<file path="config.mk">
export PLATFORM = sky130hd
export DESIGN_NAME = traffic_ctrl_2way_flat
export DESIGN_NICKNAME = d
export VERILOG_FILES = /design/src/rtl/traffic_ctrl_2way_if.sv /design/src/rtl/traffic_ctrl_2way.sv /design/src/flat_wrapper.sv
export SDC_FILE = /design/constraint.sdc
export NUM_CORES = 1
export LEC_CHECK = 0
export CAP_MARGIN = 15
export CORE_UTILIZATION = 50
export CTS_BUF_LIST = sky130_fd_sc_hd__clkbuf_4 sky130_fd_sc_hd__clkbuf_8 sky130_fd_sc_hd__clkbuf_16
export CTS_CLUSTER_DIAMETER = 40
export DETAILED_ROUTE_END_ITERATION = 8
export PLACE_DENSITY = 0.73
export SLEW_MARGIN = 30
export SYNTH_ARGS = -nofsm -noshare
export SYNTH_HDL_FRONTEND = slang
export SYNTH_SLANG_ARGS = --single-unit
</file>
<file path="constraint.sdc">
create_clock -name clk -period 4.35 [get_ports clk]
set_input_delay 1.305 -clock clk [delete_from_list [all_inputs] [get_ports clk]]
set_output_delay 1.305 -clock clk [all_outputs]
set_load 0.05 [all_outputs]
</file>
<file path="src/rtl/traffic_ctrl_2way_if.sv">
// Signal bundle for traffic_ctrl_2way: sensor input(s), light outputs,
// per-road countdowns, their 7-segment digits and the 1 s tick.
// The night input exists only when TRAFFIC_NIGHT_FLASH_EN is defined.
interface traffic_ctrl_2way_if #(
  parameter int CNT_W = 6
);
  logic             C;
`ifdef TRAFFIC_NIGHT_FLASH_EN
  logic             night;
`endif
  logic [2:0]       light_hwy;
  logic [2:0]       light_farm;
  logic [CNT_W-1:0] cnt_hwy;
  logic [CNT_W-1:0] cnt_farm;
  logic [6:0]       seg_hwy;
  logic [6:0]       seg_farm;
  logic             tick;

`ifdef TRAFFIC_NIGHT_FLASH_EN
  modport master (
    input  C, night,
    output light_hwy, light_farm, cnt_hwy, cnt_farm, seg_hwy, seg_farm, tick
  );
  modport slave (
    output C, night,
    input  light_hwy, light_farm, cnt_hwy, cnt_farm, seg_hwy, seg_farm, tick
  );
`else
  modport master (
    input  C,
    output light_hwy, light_farm, cnt_hwy, cnt_farm, seg_hwy, seg_farm, tick
  );
  modport slave (
    output C,
    input  light_hwy, light_farm, cnt_hwy, cnt_farm, seg_hwy, seg_farm, tick
  );
`endif
endinterface

</file>
<file path="src/rtl/traffic_ctrl_2way.sv">
// Two-road (highway/farm) intersection controller. A six-phase machine
// with all-red clearance advances on a 1 s tick from a prescaler; highway
// green is extended (held) until the farm sensor C requests service.
// Each road gets a seconds-remaining countdown and a registered active-low
// 7-segment digit. Optional night flashing mode: TRAFFIC_NIGHT_FLASH_EN.
module traffic_ctrl_2way #(
  parameter int TICK_DIV     = 50000000,
  parameter int HWY_GREEN_S  = 5,
  parameter int FARM_GREEN_S = 4,
  parameter int YEL_S        = 3,
  parameter int ALLRED_S     = 1,
  parameter int CNT_W        = 6
) (
  input  logic                 clk,
  input  logic                 rst_n,
  traffic_ctrl_2way_if.master  bus
);

  typedef enum logic [2:0] {
    S_HG  = 3'd0,
    S_HY  = 3'd1,
    S_AR1 = 3'd2,
    S_FG  = 3'd3,
    S_FY  = 3'd4,
    S_AR2 = 3'd5
`ifdef TRAFFIC_NIGHT_FLASH_EN
    , S_FLASH = 3'd6
`endif
  } state_e;

  localparam int PW = (TICK_DIV > 1) ? $clog2(TICK_DIV) : 1;
  localparam logic [PW-1:0]    PRESC_MAX = PW'(TICK_DIV - 1);
  localparam logic [CNT_W-1:0] ONE     = CNT_W'(1);
  localparam logic [CNT_W-1:0] D_HG    = CNT_W'(HWY_GREEN_S);
  localparam logic [CNT_W-1:0] D_FG    = CNT_W'(FARM_GREEN_S);
  localparam logic [CNT_W-1:0] D_YEL   = CNT_W'(YEL_S);
  localparam logic [CNT_W-1:0] D_AR    = CNT_W'(ALLRED_S);
  localparam logic [CNT_W-1:0] SUM_YA  = CNT_W'(YEL_S + ALLRED_S);
  localparam logic [CNT_W-1:0] SUM_FYA = CNT_W'(FARM_GREEN_S + YEL_S + ALLRED_S);
  localparam logic [CNT_W-1:0] SUM_HYA = CNT_W'(HWY_GREEN_S + YEL_S + ALLRED_S);
  localparam logic [6:0]       SEG_DASH = 7'b0111111;

  state_e           state, nxt_state;
  logic [CNT_W-1:0] remain, nxt_remain;
  logic [PW-1:0]    presc;
  logic             tick;
  logic             flash_on, nxt_flash;
  logic [2:0]       light_hwy_q, light_farm_q;
  logic [CNT_W-1:0] cnt_hwy, cnt_farm;
  logic [6:0]       seg_hwy_q, seg_farm_q;

  // Duration loaded on entry to a phase.
  function automatic logic [CNT_W-1:0] dur_of(state_e s);
    case (s)
      S_HG:         return D_HG;
      S_HY, S_FY:   return D_YEL;
      S_FG:         return D_FG;
      default:      return D_AR;
    endcase
  endfunction

  // Fixed phase order once the current phase has expired.
  function automatic state_e succ(state_e s);
    case (s)
      S_HG:    return S_HY;
      S_HY:    return S_AR1;
      S_AR1:   return S_FG;
      S_FG:    return S_FY;
      S_FY:    return S_AR2;
      default: return S_HG;
    endcase
  endfunction

  function automatic logic is_legal(state_e s);
    case (s)
      S_HG, S_HY, S_AR1, S_FG, S_FY, S_AR2: return 1'b1;
`ifdef TRAFFIC_NIGHT_FLASH_EN
      S_FLASH: return 1'b1;
`endif
      default: return 1'b0;
    endcase
  endfunction

  // {hwy, farm} lamps for a phase; anything unexpected shows all red.
  function automatic logic [5:0] light_of(state_e s, logic fl);
    case (s)
      S_HG:    return {3'b001, 3'b100};
      S_HY:    return {3'b010, 3'b100};
      S_FG:    return {3'b100, 3'b001};
      S_FY:    return {3'b100, 3'b010};
`ifdef TRAFFIC_NIGHT_FLASH_EN
      S_FLASH: return fl ? {3'b010, 3'b010} : 6'b000000;
`endif
      default: return {3'b100, 3'b100};
    endcase
  endfunction

  // Active-low {g..a}; zero means "indefinite" and shows a dash like >9.
  function automatic logic [6:0] seg_of(logic [CNT_W-1:0] v);
    logic [3:0] d;
    d = v[3:0];
    if (v == '0 || v > CNT_W'(9)) return SEG_DASH;
    case (d)
      4'd1:    return 7'b1111001;
      4'd2:    return 7'b0100100;
      4'd3:    return 7'b0110000;
      4'd4:    return 7'b0011001;
      4'd5:    return 7'b0010010;
      4'd6:    return 7'b0000010;
      4'd7:    return 7'b1111000;
      4'd8:    return 7'b0000000;
      default: return 7'b0010000;
    endcase
  endfunction

  assign tick = (presc == PRESC_MAX);

  // Free-running 1 s prescaler; wraps on the tick cycle.
  always_ff @(posedge clk or negedge rst_n) begin
    // NOTE: sequential state uses non-blocking assignments so every register samples pre-edge values.
    if (!rst_n)    presc <= '0;
    else if (tick) presc <= '0;
    else           presc <= presc + 1'b1;
  end

  // Next phase/remain: decisions happen only on tick, except illegal-state recovery.
  always_comb begin
    // NOTE: every output of this block gets a default first so no latch is inferred.
    nxt_state  = state;
    nxt_remain = remain;
    nxt_flash  = flash_on;
    if (tick) begin
      if (state == S_HG && remain <= ONE) begin
        if (bus.C) begin
          nxt_state  = S_HY;
          nxt_remain = D_YEL;
        end else begin
          nxt_remain = '0;
        end
      end else if (remain > ONE) begin
        nxt_remain = remain - ONE;
      end else begin
        nxt_state  = succ(state);
        nxt_remain = dur_of(succ(state));
      end
    end
`ifdef TRAFFIC_NIGHT_FLASH_EN
    if (tick && bus.night) begin
      nxt_state = S_FLASH;
      nxt_flash = (state == S_FLASH) ? ~flash_on : 1'b1;
    end else if (tick && state == S_FLASH) begin
      nxt_state  = S_AR2;
      nxt_remain = D_AR;
    end
`endif
    if (!is_legal(state)) begin
      nxt_state  = S_AR2;
      nxt_remain = D_AR;
    end
  end

  // Phase register with lamps registered alongside so they never lag the state.
  always_ff @(posedge clk or negedge rst_n) begin
    if (!rst_n) begin
      state        <= S_HG;
      remain       <= D_HG;
      flash_on     <= 1'b0;
      light_hwy_q  <= 3'b001;
      light_farm_q <= 3'b100;
    end else begin
      state        <= nxt_state;
      remain       <= nxt_remain;
      flash_on     <= nxt_flash;
      {light_hwy_q, light_farm_q} <= light_of(nxt_state, nxt_flash);
    end
  end

  // Seconds until each road's colour changes, derived from phase and remain.
  always_comb begin
    cnt_hwy  = '0;
    cnt_farm = '0;
    case (state)
      S_HG: begin
        cnt_hwy  = remain;
        cnt_farm = (remain == '0) ? '0 : remain + SUM_YA;
      end
      S_HY: begin
        cnt_hwy  = remain;
        cnt_farm = remain + D_AR;
      end
      S_AR1: begin
        cnt_hwy  = remain + SUM_FYA;
        cnt_farm = remain;
      end
      S_FG: begin
        cnt_hwy  = remain + SUM_YA;
        cnt_farm = remain;
      end
      S_FY: begin
        cnt_hwy  = remain + D_AR;
        cnt_farm = remain;
      end
      S_AR2: begin
        cnt_hwy  = remain;
        cnt_farm = remain + SUM_HYA;
      end
      default: ;
    endcase
  end

  // Registered digit decode, one cycle behind the counts.
  always_ff @(posedge clk or negedge rst_n) begin
    if (!rst_n) begin
      seg_hwy_q  <= seg_of(D_HG);
      seg_farm_q <= seg_of(SUM_HYA);
    end else begin
      seg_hwy_q  <= seg_of(cnt_hwy);
      seg_farm_q <= seg_of(cnt_farm);
    end
  end

  assign bus.light_hwy  = light_hwy_q;
  assign bus.light_farm = light_farm_q;
  assign bus.cnt_hwy    = cnt_hwy;
  assign bus.cnt_farm   = cnt_farm;
  assign bus.seg_hwy    = seg_hwy_q;
  assign bus.seg_farm   = seg_farm_q;
  assign bus.tick       = tick;

endmodule

</file>
<file path="src/flat_wrapper.sv">
// flat-port wrapper written by rule: the top's interface ports become plain ports
module traffic_ctrl_2way_flat 
#(
  parameter int TICK_DIV     = 50000000,
  parameter int HWY_GREEN_S  = 5,
  parameter int FARM_GREEN_S = 4,
  parameter int YEL_S        = 3,
  parameter int ALLRED_S     = 1,
  parameter int CNT_W        = 6
)
  (clk, rst_n, bus_C, bus_light_hwy, bus_light_farm, bus_cnt_hwy, bus_cnt_farm, bus_seg_hwy, bus_seg_farm, bus_tick);
  traffic_ctrl_2way_if #(.CNT_W(CNT_W)) bus_i ();
  input  logic clk;
  input  logic rst_n;
  input wire logic [$bits(bus_i.C)-1:0] bus_C;
  output wire logic [$bits(bus_i.light_hwy)-1:0] bus_light_hwy;
  output wire logic [$bits(bus_i.light_farm)-1:0] bus_light_farm;
  output wire logic [$bits(bus_i.cnt_hwy)-1:0] bus_cnt_hwy;
  output wire logic [$bits(bus_i.cnt_farm)-1:0] bus_cnt_farm;
  output wire logic [$bits(bus_i.seg_hwy)-1:0] bus_seg_hwy;
  output wire logic [$bits(bus_i.seg_farm)-1:0] bus_seg_farm;
  output wire logic [$bits(bus_i.tick)-1:0] bus_tick;
  assign bus_i.C = bus_C;
  assign bus_light_hwy = bus_i.light_hwy;
  assign bus_light_farm = bus_i.light_farm;
  assign bus_cnt_hwy = bus_i.cnt_hwy;
  assign bus_cnt_farm = bus_i.cnt_farm;
  assign bus_seg_hwy = bus_i.seg_hwy;
  assign bus_seg_farm = bus_i.seg_farm;
  assign bus_tick = bus_i.tick;
  traffic_ctrl_2way #(.TICK_DIV(TICK_DIV), .HWY_GREEN_S(HWY_GREEN_S), .FARM_GREEN_S(FARM_GREEN_S), .YEL_S(YEL_S), .ALLRED_S(ALLRED_S), .CNT_W(CNT_W)) u_core (.clk(clk), .rst_n(rst_n), .bus(bus_i));
endmodule
</file>
# After elaboration in Yosys (flattened, before gate mapping)
# Memories as Yosys holds them, arrays and structs flattened.
# Cells that the tools add are included.
# word_totals
output_inout_bits,33
reg_bits,55
input_bits,3
elab_cells,72
romBits,224
mem_count,2
# mem_list
memory,depth,width,read_ports,rd_ports_with_merged_regs,wr,line_no,rtl
(no name shown),16,7,1,0,0,traffic_ctrl_2way.sv:103,case (d)
(no name shown),16,7,1,0,0,traffic_ctrl_2way.sv:103,
# classes
add_sub_neg,6
eq_ne,13
magnitude_cmp,4
mux,27
reduce_logical,13
# op_table
operator,n
$pmux 6 s4,3
$mux 6,5
$mux 7,4
$add 26x1->26 const B,1
$eq 26x26->1 const B,1
$mux 26,1
$mux 3,8
$logic_not 6->1,3
$pmux 3 s5,1
$add 6x4->6 const B,2
$eq 3x2->1 const B,4
$eq 3x3->1 const B,4
$gt 6x4->1 const B,2
$eq 3x1->1 const B,3
$logic_not 3->1,3
$pmux 3 s3,1
$add 6x1->6 const B,1
$add 6x3->6 const B,1
$gt 6x1->1 const B,1
$le 6x1->1 const B,1
$reduce_or 3->1,2
$reduce_or 6->1,1
$sub 6x1->6 const B,1
$mux 1,3
other kinds (5),6

# Depth between registers and ports, before layout
# depth
ltp_word,12
depth_mapped,13
mapped_depth_nobuf,12

# Worst setup path before layout
# Ideal clock, no wire load.
# synth_timing
path_kind,register to output
startpoint,reg u_core.remain[0]
endpoint,out bus_cnt_hwy[1]
t_arrival_ns,2.448
t_required_ns,3.045
path_buffers,1
stages_incl_launch_ff,6
path_slack_ns,0.597
path_cell_list,dfstp_2 buf_2 inv_1 ha_1 a22oi_1 o21ai_0
# synth_between
elab_chain_len,2
word_cells_on_any_way,4
cone_classes,add/sub: 3; mux: 1
# synth_rtl
element,line_no,rtl
from (decl),traffic_ctrl_2way.sv:44,"logic [CNT_W-1:0] remain, nxt_remain;"
from (signal assigned),traffic_ctrl_2way.sv:172,remain <= nxt_remain;
$add 6x1->6 (tied with other cells),traffic_ctrl_2way.sv:200,cnt_hwy = remain + D_AR;
$pmux 6 s4 *,traffic_ctrl_2way.sv:182,case (state)
to (decl),flat_wrapper.sv:18,output wire logic [$bits(bus_i.cnt_hwy)-1:0] bus_cnt_hwy;
# Every way passes the cells marked *; elsewhere a longest branch is shown, timed or not.

# Worst setup path after layout
# layout_timing
startpoint,reg u_core.remain[2]
endpoint,out bus_cnt_hwy[5]
# Same word-level chain as after synthesis.

==> metrics.cfg <==
[finish]
fin_area_um2=4180
finalNonFillerCells=523
nets=453
final_core_util_pct=60.9
num_antenna_cells=0
syn_to_final_growth_pct=15.8
drive_gt1_share_pct=13.3

[synthesis]
ys_seq_area_share_pct=38.3
ys_top_cells_by_area=dfrtp_1, ha_1, dfstp_2, xnor2_1, o21ai_0
synthCells=390
synth_top_area_cell=dfrtp_1
synth.cell_area_um2=3610
yosys-top-cells-count=dfrtp_1, nand2_1, o21ai_0
ys_warn_count=0
ys_seq_elements=55
synth_ff_type=dfrtp_1
yosysTopAreaCellShare_pct=33.2
async_flop_share_pct=100
syn_avg_cell_area_um2=9.27
synth_nets=417
synth_edf_count=0
post-synth-top-count-cell=dfrtp_1
synth_cell_types=61

[routing]
via_per_inst=5.66
routed_wl_um=8110
vias=2961
wl_per_cell_um=15.5
ant_nets=0
dr.pass1.iters=5
drc=0
drt_iter0_drc=187

[global_routing]
overflow=0
grt_pass1_wl_um=13500
grt_pass1_vias=2728
grt_max_degree=30
gr-usage-all-layers_pct=23.0
grt_antenna_before_repair=0

[sta]
fin_crit_sh_pct=95.4
final.min_clock_period_ps=4150
finalHoldViolations=0
finalSetupViolations=0
slew_violations=0
rsz0062_at_grt=false
fmax_mhz=241
fin_skew_ps=12.3
tightest_slew_ps=993
slew_headroom_pct=33.4
tns_ps=0

[job]
cap_viol_max_count=0

[clock_network]
clk_pin_slew_ps=110
clock-sinks=55
cts_made_buffers=5
clockBufferDepth=2
worstSkewPairLatency_ps=320
h-tree-depth=2
cts_tree=done
holdBufCountCts=0
cts-root-buf=clkbuf_8

[setup_path]
cp_data_required_time_ps=3040
arrival_ps=2850
critical_path.startpoint_type=flop
cp_max_fo=11
crit_slowest_cell=clkdlybuf4s50_1
r2r_cells=12
endpoint_kind=primary output
crit_chain=buf_4 -> nand4_1 -> mux2_2 -> a22oi_1 -> o22ai_1 -> clkdlybuf4s50_1
worstSetupPathType=reg2out
slowest_delay_ps=880

[floorplan]
die_w_um=87.0
rows=30
die_h_um=87.0
die_area_um2=7570
initial_core_util_pct=52.6
ios=36
core_um2=6870

[placement]
io_buffer_count=35
place_congestion=0.954
dpl.cell_count=512
postPlaceCellArea_um2=4050
dp_hpwl_um=5800

[power_and_ir_drop]
ir_drop_mv=0.196
power_density_nw_per_um2=199
leakage_nw=1.88

[status]
status=complete, no violations

[hold_path]
min_path_type=reg2reg
hold_depth=1

==> registers in the layout (all words and copies together) (netlist names) <==
name	flops
u_core.presc	26
u_core.bus.seg_farm	7
u_core.bus.seg_hwy	7
u_core.remain	6
u_core.bus.light_farm	3
u_core.bus.light_hwy	3
u_core.state	3
==> timing repair <==
action	CTS	global route
gates resized for setup	0	3
setup endpoints to repair	0	4
setup buffers	0	3
==> cell type report <==
| class | instances | area (µm²) |
|---|---|---|
| Tap cell | 96 | 120 |
| Fill cell | 592 | 2690 |
| Inverter | 21 | 78.8 |
| Clock buffer | 5 | 68.8 |
| Multi-Input combinational cell | 291 | 2030 |
| Clock inverter | 3 | 33.8 |
| Sequential cell | 55 | 1390 |
| Timing Repair Buffer | 52 | 470 |
==> cells by family (layout without fill, tap and decap cells) <==
group	count (synthesis)	count (layout)	synth area share, %
AO/OA/AOI/OAI	88	88	17.6
XOR/XNOR	26	26	6.30
multiplexers	12	12	3.43
adder cells (fa/ha/maj)	24	24	8.31
buffers and inverters	44	81	5.71
AND/OR/NAND/NOR	141	141	20.4
flip-flops	55	55	38.3
==> through the flow <==
step	setup WS, ps	hold WS (ps)	power (mW)
after floorplan	597	455	0.521
after global placement	506	470	0.534
after detailed placement	415	477	0.534
after CTS	43.9	493	0.842
after global routing	92.6	548	0.860
final	199	496	0.832
==> metal layers <==
| layer | wire, µm | global-route usage (%) |
|---|---|---|
| met1 | 3660 | 32.0 |
| met2 | 3770 | 36.4 |
| met3 | 542 | 4.36 |
| met4 | 140 | 6.82 |
| met5 | 0 | 0 |
==> report_power, final <==
part	internal, mW	switching (mW)	total, mW
Combinational	0.00179	0.0105	0.0122
Sequential	0.511	0	0.511
Clock	0.122	0.187	0.309
Total	0.635	0.197	0.832
==> placed cells by master (no fill, tap or decap), types with 3 or more instances in the layout <==
cell type	synthesis	routed
xnor2_1	21	21
or3_1	5	5
a211oi_1	3	3
a21oi_1	12	12
a211o_1	3	3
buf_4	2	21
clkdlybuf4s50_1	0	27
nor2_1	29	29
and4_1	3	3
mux2_2	3	3
a21o_1	6	6
mux2i_1	9	9
nand2_1	40	40
ha_1	24	24
nand2b_1	3	3
o211ai_1	4	4
o21ai_0	33	33
nor3_1	11	10
dlymetal6s2s_1	0	3
inv_1	20	20
dfrtp_1	48	48
xor2_1	5	5
dfstp_2	7	7
nand3_1	19	19
clkbuf_8	0	5
a221oi_1	3	3
nor2b_1	5	5
nand4_1	6	6
==> worst paths after layout <==
kind / startpoint / end / slack [ps]
min reg2reg: u_core.presc[0] / u_core.presc[0] / 500
min in group asynchronous: rst_n / u_core.bus.light_farm[1] / 970
min: u_core.presc[0] / u_core.presc[0] / 500
max reg2reg: u_core.remain[2] / u_core.bus.seg_farm[3] / 1220
max: u_core.remain[2] / bus_cnt_hwy[5] / 200
max in group asynchronous: rst_n / u_core.bus.seg_farm[4] / 2540
==> critical path, delay by kind of cell, from the launching register on <==
family / cells / cell delay [ps]
AO/OA/AOI/OAI: 2 / 380
multiplexers: 1 / 260
buffers and inverters: 2 / 1080
flip-flops: 1 / 690
AND/OR/NAND/NOR: 1 / 130
Power figures use the tool's default switching activity.
